[config.mk]
export PLATFORM = sky130hd
export DESIGN_NAME = writeback_unit
export DESIGN_NICKNAME = d
export VERILOG_FILES = /design/src/rtl/writeback_unit_pkg.sv /design/src/rtl/writeback_unit_fifo.sv /design/src/rtl/writeback_unit.sv
export SDC_FILE = /design/constraint.sdc
export NUM_CORES = 1
export LEC_CHECK = 0
export BUFFER_PORTS_ARGS = -buffer_cell sky130_fd_sc_hd__buf_2
export CORE_MARGIN = 2
export CORE_UTILIZATION = 50
export CTS_BUF_LIST = sky130_fd_sc_hd__clkbuf_8
export CTS_CLUSTER_DIAMETER = 30
export CTS_CLUSTER_SIZE = 25
export DETAILED_ROUTE_END_ITERATION = 12
export GPL_TIMING_DRIVEN = 1
export HOLD_SLACK_MARGIN = 0.12
export PLACE_DENSITY = 0.92
export SYNTH_ARGS = -nofsm -noshare
export SYNTH_HDL_FRONTEND = slang
export SYNTH_HIERARCHICAL = 1
export SYNTH_SLANG_ARGS = --single-unit
[constraint.sdc]
create_clock -name CLK -period 4.2 [get_ports CLK]
set_input_delay 0.42 -clock CLK [delete_from_list [all_inputs] [get_ports CLK]]
set_output_delay 0.42 -clock CLK [all_outputs]
set_load 0.005 [all_outputs]
[src/rtl/writeback_unit_pkg.sv]
// Shared constants, result record and arbitration selector for the writeback unit.
package writeback_unit_pkg;

    localparam int REG_ADDR_W    = 5;
    localparam int DATA_W        = 32;
    localparam int WB_FIFO_DEPTH = 2;
    localparam int CNT_W         = 2;
    localparam logic [REG_ADDR_W-1:0] ZERO_REG = '0;

    typedef struct packed {
        logic [REG_ADDR_W-1:0] da;
        logic [DATA_W-1:0]     data;
    } wb_result_t;

    typedef enum logic [1:0] {
        SEL_NONE   = 2'd0,
        SEL_ALU    = 2'd1,
        SEL_FIFO   = 2'd2,
        SEL_BYPASS = 2'd3
    } wb_sel_e;

    // True when a decode read of ra must take the value being written this cycle.
    function automatic logic fwd_hit(input logic rw,
                                     input logic [REG_ADDR_W-1:0] da,
                                     input logic [REG_ADDR_W-1:0] ra);
        return rw && (da == ra) && (ra != ZERO_REG);
    endfunction

endpackage

[src/rtl/writeback_unit_fifo.sv]
// wb_fifo: two-entry in-order buffer for load results awaiting a register-file write slot.
module wb_fifo
    import writeback_unit_pkg::*;
(
    input  logic             clk,
    input  logic             rst_n,
    input  logic             i_push,
    input  wb_result_t       i_push_data,
    input  logic             i_pop,
    output wb_result_t       o_head,
    output logic             o_full,
    output logic             o_empty,
    output logic [CNT_W-1:0] o_count
);

    wb_result_t       r_mem [WB_FIFO_DEPTH];
    logic             r_rd_ptr;
    logic             r_wr_ptr;
    logic [CNT_W-1:0] r_count;

    logic w_do_pop;
    logic w_do_push;

    assign o_full    = (r_count == CNT_W'(WB_FIFO_DEPTH));
    assign o_empty   = (r_count == '0);
    assign o_count   = r_count;
    assign o_head    = r_mem[r_rd_ptr];

    // A push into a full buffer is legal only when the head leaves in the same cycle.
    assign w_do_pop  = i_pop && !o_empty;
    assign w_do_push = i_push && (!o_full || w_do_pop);

    always_ff @(posedge clk or negedge rst_n) begin
        if (!rst_n) begin
            r_mem[0] <= '0;
            r_mem[1] <= '0;
            r_rd_ptr <= 1'b0;
            r_wr_ptr <= 1'b0;
            r_count  <= '0;
        end else begin
            if (w_do_push) begin
                r_mem[r_wr_ptr] <= i_push_data;
                r_wr_ptr        <= r_wr_ptr + 1'b1;
            end
            if (w_do_pop) begin
                r_rd_ptr <= r_rd_ptr + 1'b1;
            end
            case ({w_do_push, w_do_pop})
                2'b10:   r_count <= r_count + 1'b1;
                2'b01:   r_count <= r_count - 1'b1;
                default: r_count <= r_count;
            endcase
        end
    end

endmodule

[src/rtl/writeback_unit.sv]
// Writeback unit: arbitrates ALU and load results onto the single register-file write port.
// Decode-side bypass of the write port is built only when WB_FORWARD_EN is defined.
module writeback_unit
    import writeback_unit_pkg::*;
(
    input  logic                  CLK,
    input  logic                  reset,
    input  logic                  alu_valid,
    output logic                  alu_ready,
    input  logic [REG_ADDR_W-1:0] alu_DA,
    input  logic [DATA_W-1:0]     alu_data,
    input  logic                  mem_valid,
    output logic                  mem_ready,
    input  logic [REG_ADDR_W-1:0] mem_DA,
    input  logic [DATA_W-1:0]     mem_data,
    output logic                  RW,
    output logic [REG_ADDR_W-1:0] DA,
    output logic [DATA_W-1:0]     D_Data,
    input  logic [REG_ADDR_W-1:0] AA,
    input  logic [REG_ADDR_W-1:0] BA,
    input  logic [DATA_W-1:0]     A_rf,
    input  logic [DATA_W-1:0]     B_rf,
    output logic [DATA_W-1:0]     A_Data,
    output logic [DATA_W-1:0]     B_Data,
    output logic [CNT_W-1:0]      pending
);

    // Handshake: a result moves on a channel only at a rising CLK edge where
    // valid and ready are both 1; ready never depends on valid.

    wb_result_t       w_head;
    logic             w_full;
    logic             w_empty;
    logic [CNT_W-1:0] w_count;
    logic             w_alu_xfer;
    logic             w_mem_xfer;
    logic             w_push;
    logic             w_pop;
    wb_sel_e          w_sel;
    wb_result_t       w_sel_res;

    logic                  r_rw;
    logic [REG_ADDR_W-1:0] r_da;
    logic [DATA_W-1:0]     r_data;

    assign alu_ready  = !w_full;
    assign mem_ready  = !w_full;
    assign w_alu_xfer = alu_valid && alu_ready;
    assign w_mem_xfer = mem_valid && mem_ready;
    assign pending    = w_count;

    wb_fifo u_fifo (
        .clk         (CLK),
        .rst_n       (reset),
        .i_push      (w_push),
        .i_push_data ({mem_DA, mem_data}),
        .i_pop       (w_pop),
        .o_head      (w_head),
        .o_full      (w_full),
        .o_empty     (w_empty),
        .o_count     (w_count)
    );

    always_comb begin
        w_sel     = SEL_NONE;
        w_push    = 1'b0;
        w_pop     = 1'b0;
        w_sel_res = '0;
        if (w_full) begin
            // Both channels are stalled here, so draining the head cannot collide with a push.
            w_sel     = SEL_FIFO;
            w_pop     = 1'b1;
            w_sel_res = w_head;
        end else if (w_alu_xfer) begin
            w_sel     = SEL_ALU;
            w_push    = w_mem_xfer;
            w_sel_res = {alu_DA, alu_data};
        end else if (!w_empty) begin
            w_sel     = SEL_FIFO;
            w_pop     = 1'b1;
            w_push    = w_mem_xfer;
            w_sel_res = w_head;
        end else if (w_mem_xfer) begin
            w_sel     = SEL_BYPASS;
            w_sel_res = {mem_DA, mem_data};
        end
    end

    always_ff @(posedge CLK or negedge reset) begin
        if (!reset) begin
            r_rw   <= 1'b0;
            r_da   <= '0;
            r_data <= '0;
        end else begin
            // R0 results are consumed here but never reach the register file.
            r_rw <= (w_sel != SEL_NONE) && (w_sel_res.da != ZERO_REG);
            if (w_sel != SEL_NONE) begin
                r_da   <= w_sel_res.da;
                r_data <= w_sel_res.data;
            end
        end
    end

    assign RW     = r_rw;
    assign DA     = r_da;
    assign D_Data = r_data;

`ifdef WB_FORWARD_EN
    assign A_Data = fwd_hit(r_rw, r_da, AA) ? r_data : A_rf;
    assign B_Data = fwd_hit(r_rw, r_da, BA) ? r_data : B_rf;
`else
    logic w_unused_addr;
    assign w_unused_addr = ^{AA, BA};
    assign A_Data        = A_rf;
    assign B_Data        = B_rf;
`endif

endmodule

==> results.py <==
metrics = {
    "outcome": {
        "status": "completed",
    },
    "clock_network": {
        "clk_latency_ns": 0.44,
        "cts_tree": "yes",
        "cts_hold_buf": 0,
        "cts_resized": 0,
        "post_cts_buffers": 0,
        "cts_sinks": 116,
        "cts_buffer_depth": 2,
        "cts_root_buf": "clkbuf_8",
        "numCtsBuffers": 17,
        "cts_max_level": 4,
        "cts.clk_slew.worst_paths_ns": 0.06,
    },
    "run": {
        "maxCapViolations": 0,
    },
    "timing": {
        "slew_headroom_pct": 25.0,
        "period_share_pct": 68.2,
        "rsz0062_at_grt": "false",
        "setup_viol": 0,
        "min_period_ns": 2.86,
        "max_freq_mhz": 349,
        "hold_ws_ns": 0.181,
        "worst_slew_pin_slew_ns": 1.13,
        "finalMaxSlewViolations": 0,
        "skew_ns": 0.00697,
        "tns_ns": 0,
        "setup_slack_ns": 1.34,
        "hold_violations": 0,
    },
    "placement": {
        "dp_cells": 674,
        "post-place-ws_ns": 1.34,
        "numPortBuffers": 119,
        "placed_cell_area_um2": 6110,
        "hpwlAfterDp_mm": 8.87,
        "gp_congestion": 0.789,
    },
    "grt": {
        "grt_start_max_net_pins": 90,
        "antenna_found_initial": 2,
        "grt_usage_pct": 22.3,
        "grt_pass1_vias": 4264,
        "overflow": 0,
        "grt_pass1_wl_mm": 21.8,
    },
    "layout": {
        "ff_latch_area_um2": 2900,
        "final_util_pct": 57.4,
        "area_delta_synth_final_pct": 11.9,
        "nets": 702,
        "stdcell_area_um2": 6590,
        "fillers": 935,
        "fin_cells": 708,
        "multi_input_area_um2": 2330,
        "drive_gt1_share_pct": 49.0,
    },
    "yosys": {
        "synth.most_common_cell": "dfrtp_1",
        "ys.flop_type": "dfrtp_1",
        "yosys.area.top_type_share_pct": 49.3,
        "yosysSeqAreaShare_pct": 49.3,
        "syn-cell-area_um2": 5880,
        "synth_common_cells": "116 x dfrtp_1, 89 x mux2_2, 68 x buf_4",
        "ys_seq_elements": 116,
        "synth_edf_count": 0,
        "syn-num-nets": 650,
        "syn_area_per_cell_um2": 11.8,
        "post-synth-top-area-cell": "dfrtp_1",
        "synth_area_leaders": "dfrtp_1 49%, mux2_2 17%, buf_4 8.7%, mux2_4 4.8%, a221oi_1 4.8%",
        "yosysUniqueCellTypes": 32,
        "async_flop_share_pct": 100,
        "ys_warn_count": 6,
        "syn_inst": 498,
    },
    "die": {
        "io_pins": 258,
        "dieHeight_um": 112,
        "die_area_um2": 12700,
        "coreArea_um2": 11500,
        "rows": 39,
        "die_w_um": 112,
        "start_util_pct": 51.3,
    },
    "power_and_ir_drop": {
        "vdd_ir_drop_max_v": 0.000382,
        "p_total_mw": 5.26,
        "p_per_area_nw_per_um2": 799,
        "leakage_nw": 2.99,
    },
    "critical_path": {
        "critPathLaunchType": "flip-flop",
        "crit_type": "reg2reg",
        "reg2regPathDepth": 7,
        "worstPathCellList": "inv_1, nor2_1, o21bai_4, nor3b_4, nor3_4, buf_12, mux2_2",
        "crit_path_end_kind": "flip-flop",
        "slowest_delay_ns": 0.57,
        "critical_path.top_delay_family": "simple AND/OR/NAND/NOR gates",
        "crit_cells": 7,
        "crit_arrival_ns": 3.18,
        "cp_max_fo": 26,
        "path_buf_inv": 2,
        "cp_slowest_cell": "nor3_4",
        "required_ns": 4.52,
    },
    "hold_path": {
        "hp-class": "in2async",
    },
    "routing": {
        "viasPerCell": 5.71,
        "vias": 4043,
        "antenna_left": 0,
        "drc_errors": 0,
        "first_pass_iters": 5,
        "detail_route.wl_per_cell_um": 19.6,
        "drtIter0Drc": 264,
        "wirelength_mm": 13.9,
    },
}
area by class of cell:
class,instances,share of cell area (%)
sequential,116,44.1
multi-input combinational,283,35.4
timing repair buffer,129,10.4
clock buffer,21,4.39
clock inverter,11,2.72
tap,143,2.72
inverter,3,0.171
antenna,2,0.0760
placed cells by master, fill, tap and decap left out:
cell type  Yosys  layout
buf_2         18     118
dfrtp_1      116     115
mux2_2        89      89
nand2_1       44      44
nor2_1        34      34
a21oi_1       34      34
a221oi_1      32      32
clkbuf_8       0      21
mux2_4        19      19
buf_4         68      10
a222oi_1       5       5
clkinv_2       0       5
bufinv_16      0       5
inv_1          3       4
nand2b_1       3       3
mux2_1         3       3
diode_2        0       2
and3_1         2       2
nand3_1        2       2
nor3_4         1       2
o21ai_0        2       2
nor3_1         2       2
nor4bb_4       0       1
o21bai_4       0       1
nor2b_4        0       1
or3_1          1       1
nor3b_4        1       1
nor2_4         1       1
xor2_1         1       1
a22oi_1        1       1
xnor2_1        1       1
o21a_1         1       1
buf_12         0       1
dfrtp_2        0       1
cells by family after synthesis:
logic type / share of synthesized area [%]
compound gates: 9.06
xor+xnor: 0.298
buf+inv: 11.6
flops: 49.3
mux: 22.5
simple gates: 7.29
where the power goes:
part,leakage (nW),internal (mW),switching (mW),total [mW]
registers,1.38,1.69,0.367,2.06
logic,1.36,1.13,0.866,2.00
clock network,0.247,0.762,0.446,1.21
routing by layer:
metal	part of all wire (%)	global-route usage (%)	vias up
li1	-	-	1814
met1	38	24.5	2016
met2	52	39.2	162
met3	6.7	5.83	51
met4	3.1	12.0	0
met5	0	0	-
worst paths after layout:
check                                               from                            to  slack, ns
setup / recovery           u_fifo/o_count[1]$_DFFE_PN0P_  u_fifo/r_mem[51]$_DFFE_PN0P_       1.34
hold / removal                                     reset        D_Data[11]$_DFFE_PN0P_       0.18
setup reg to reg           u_fifo/o_count[1]$_DFFE_PN0P_  u_fifo/r_mem[51]$_DFFE_PN0P_       1.34
hold reg to reg                        DA[1]$_DFFE_PN0P_             DA[1]$_DFFE_PN0P_       0.47
max in group asynchronous                          reset  u_fifo/r_mem[64]$_DFFE_PN0P_       2.99
min in group CLK                               alu_DA[1]             DA[1]$_DFFE_PN0P_       0.23
registers in the layout, summed over array words and instances, names as in the netlist:
signal,flops
u_fifo/r_wr_ptr,1
DA,5
D_Data,32
u_fifo/r_mem,74
RW,1
u_fifo/o_count,2
u_fifo/r_rd_ptr,1
(Power assumes the default switching activity.)
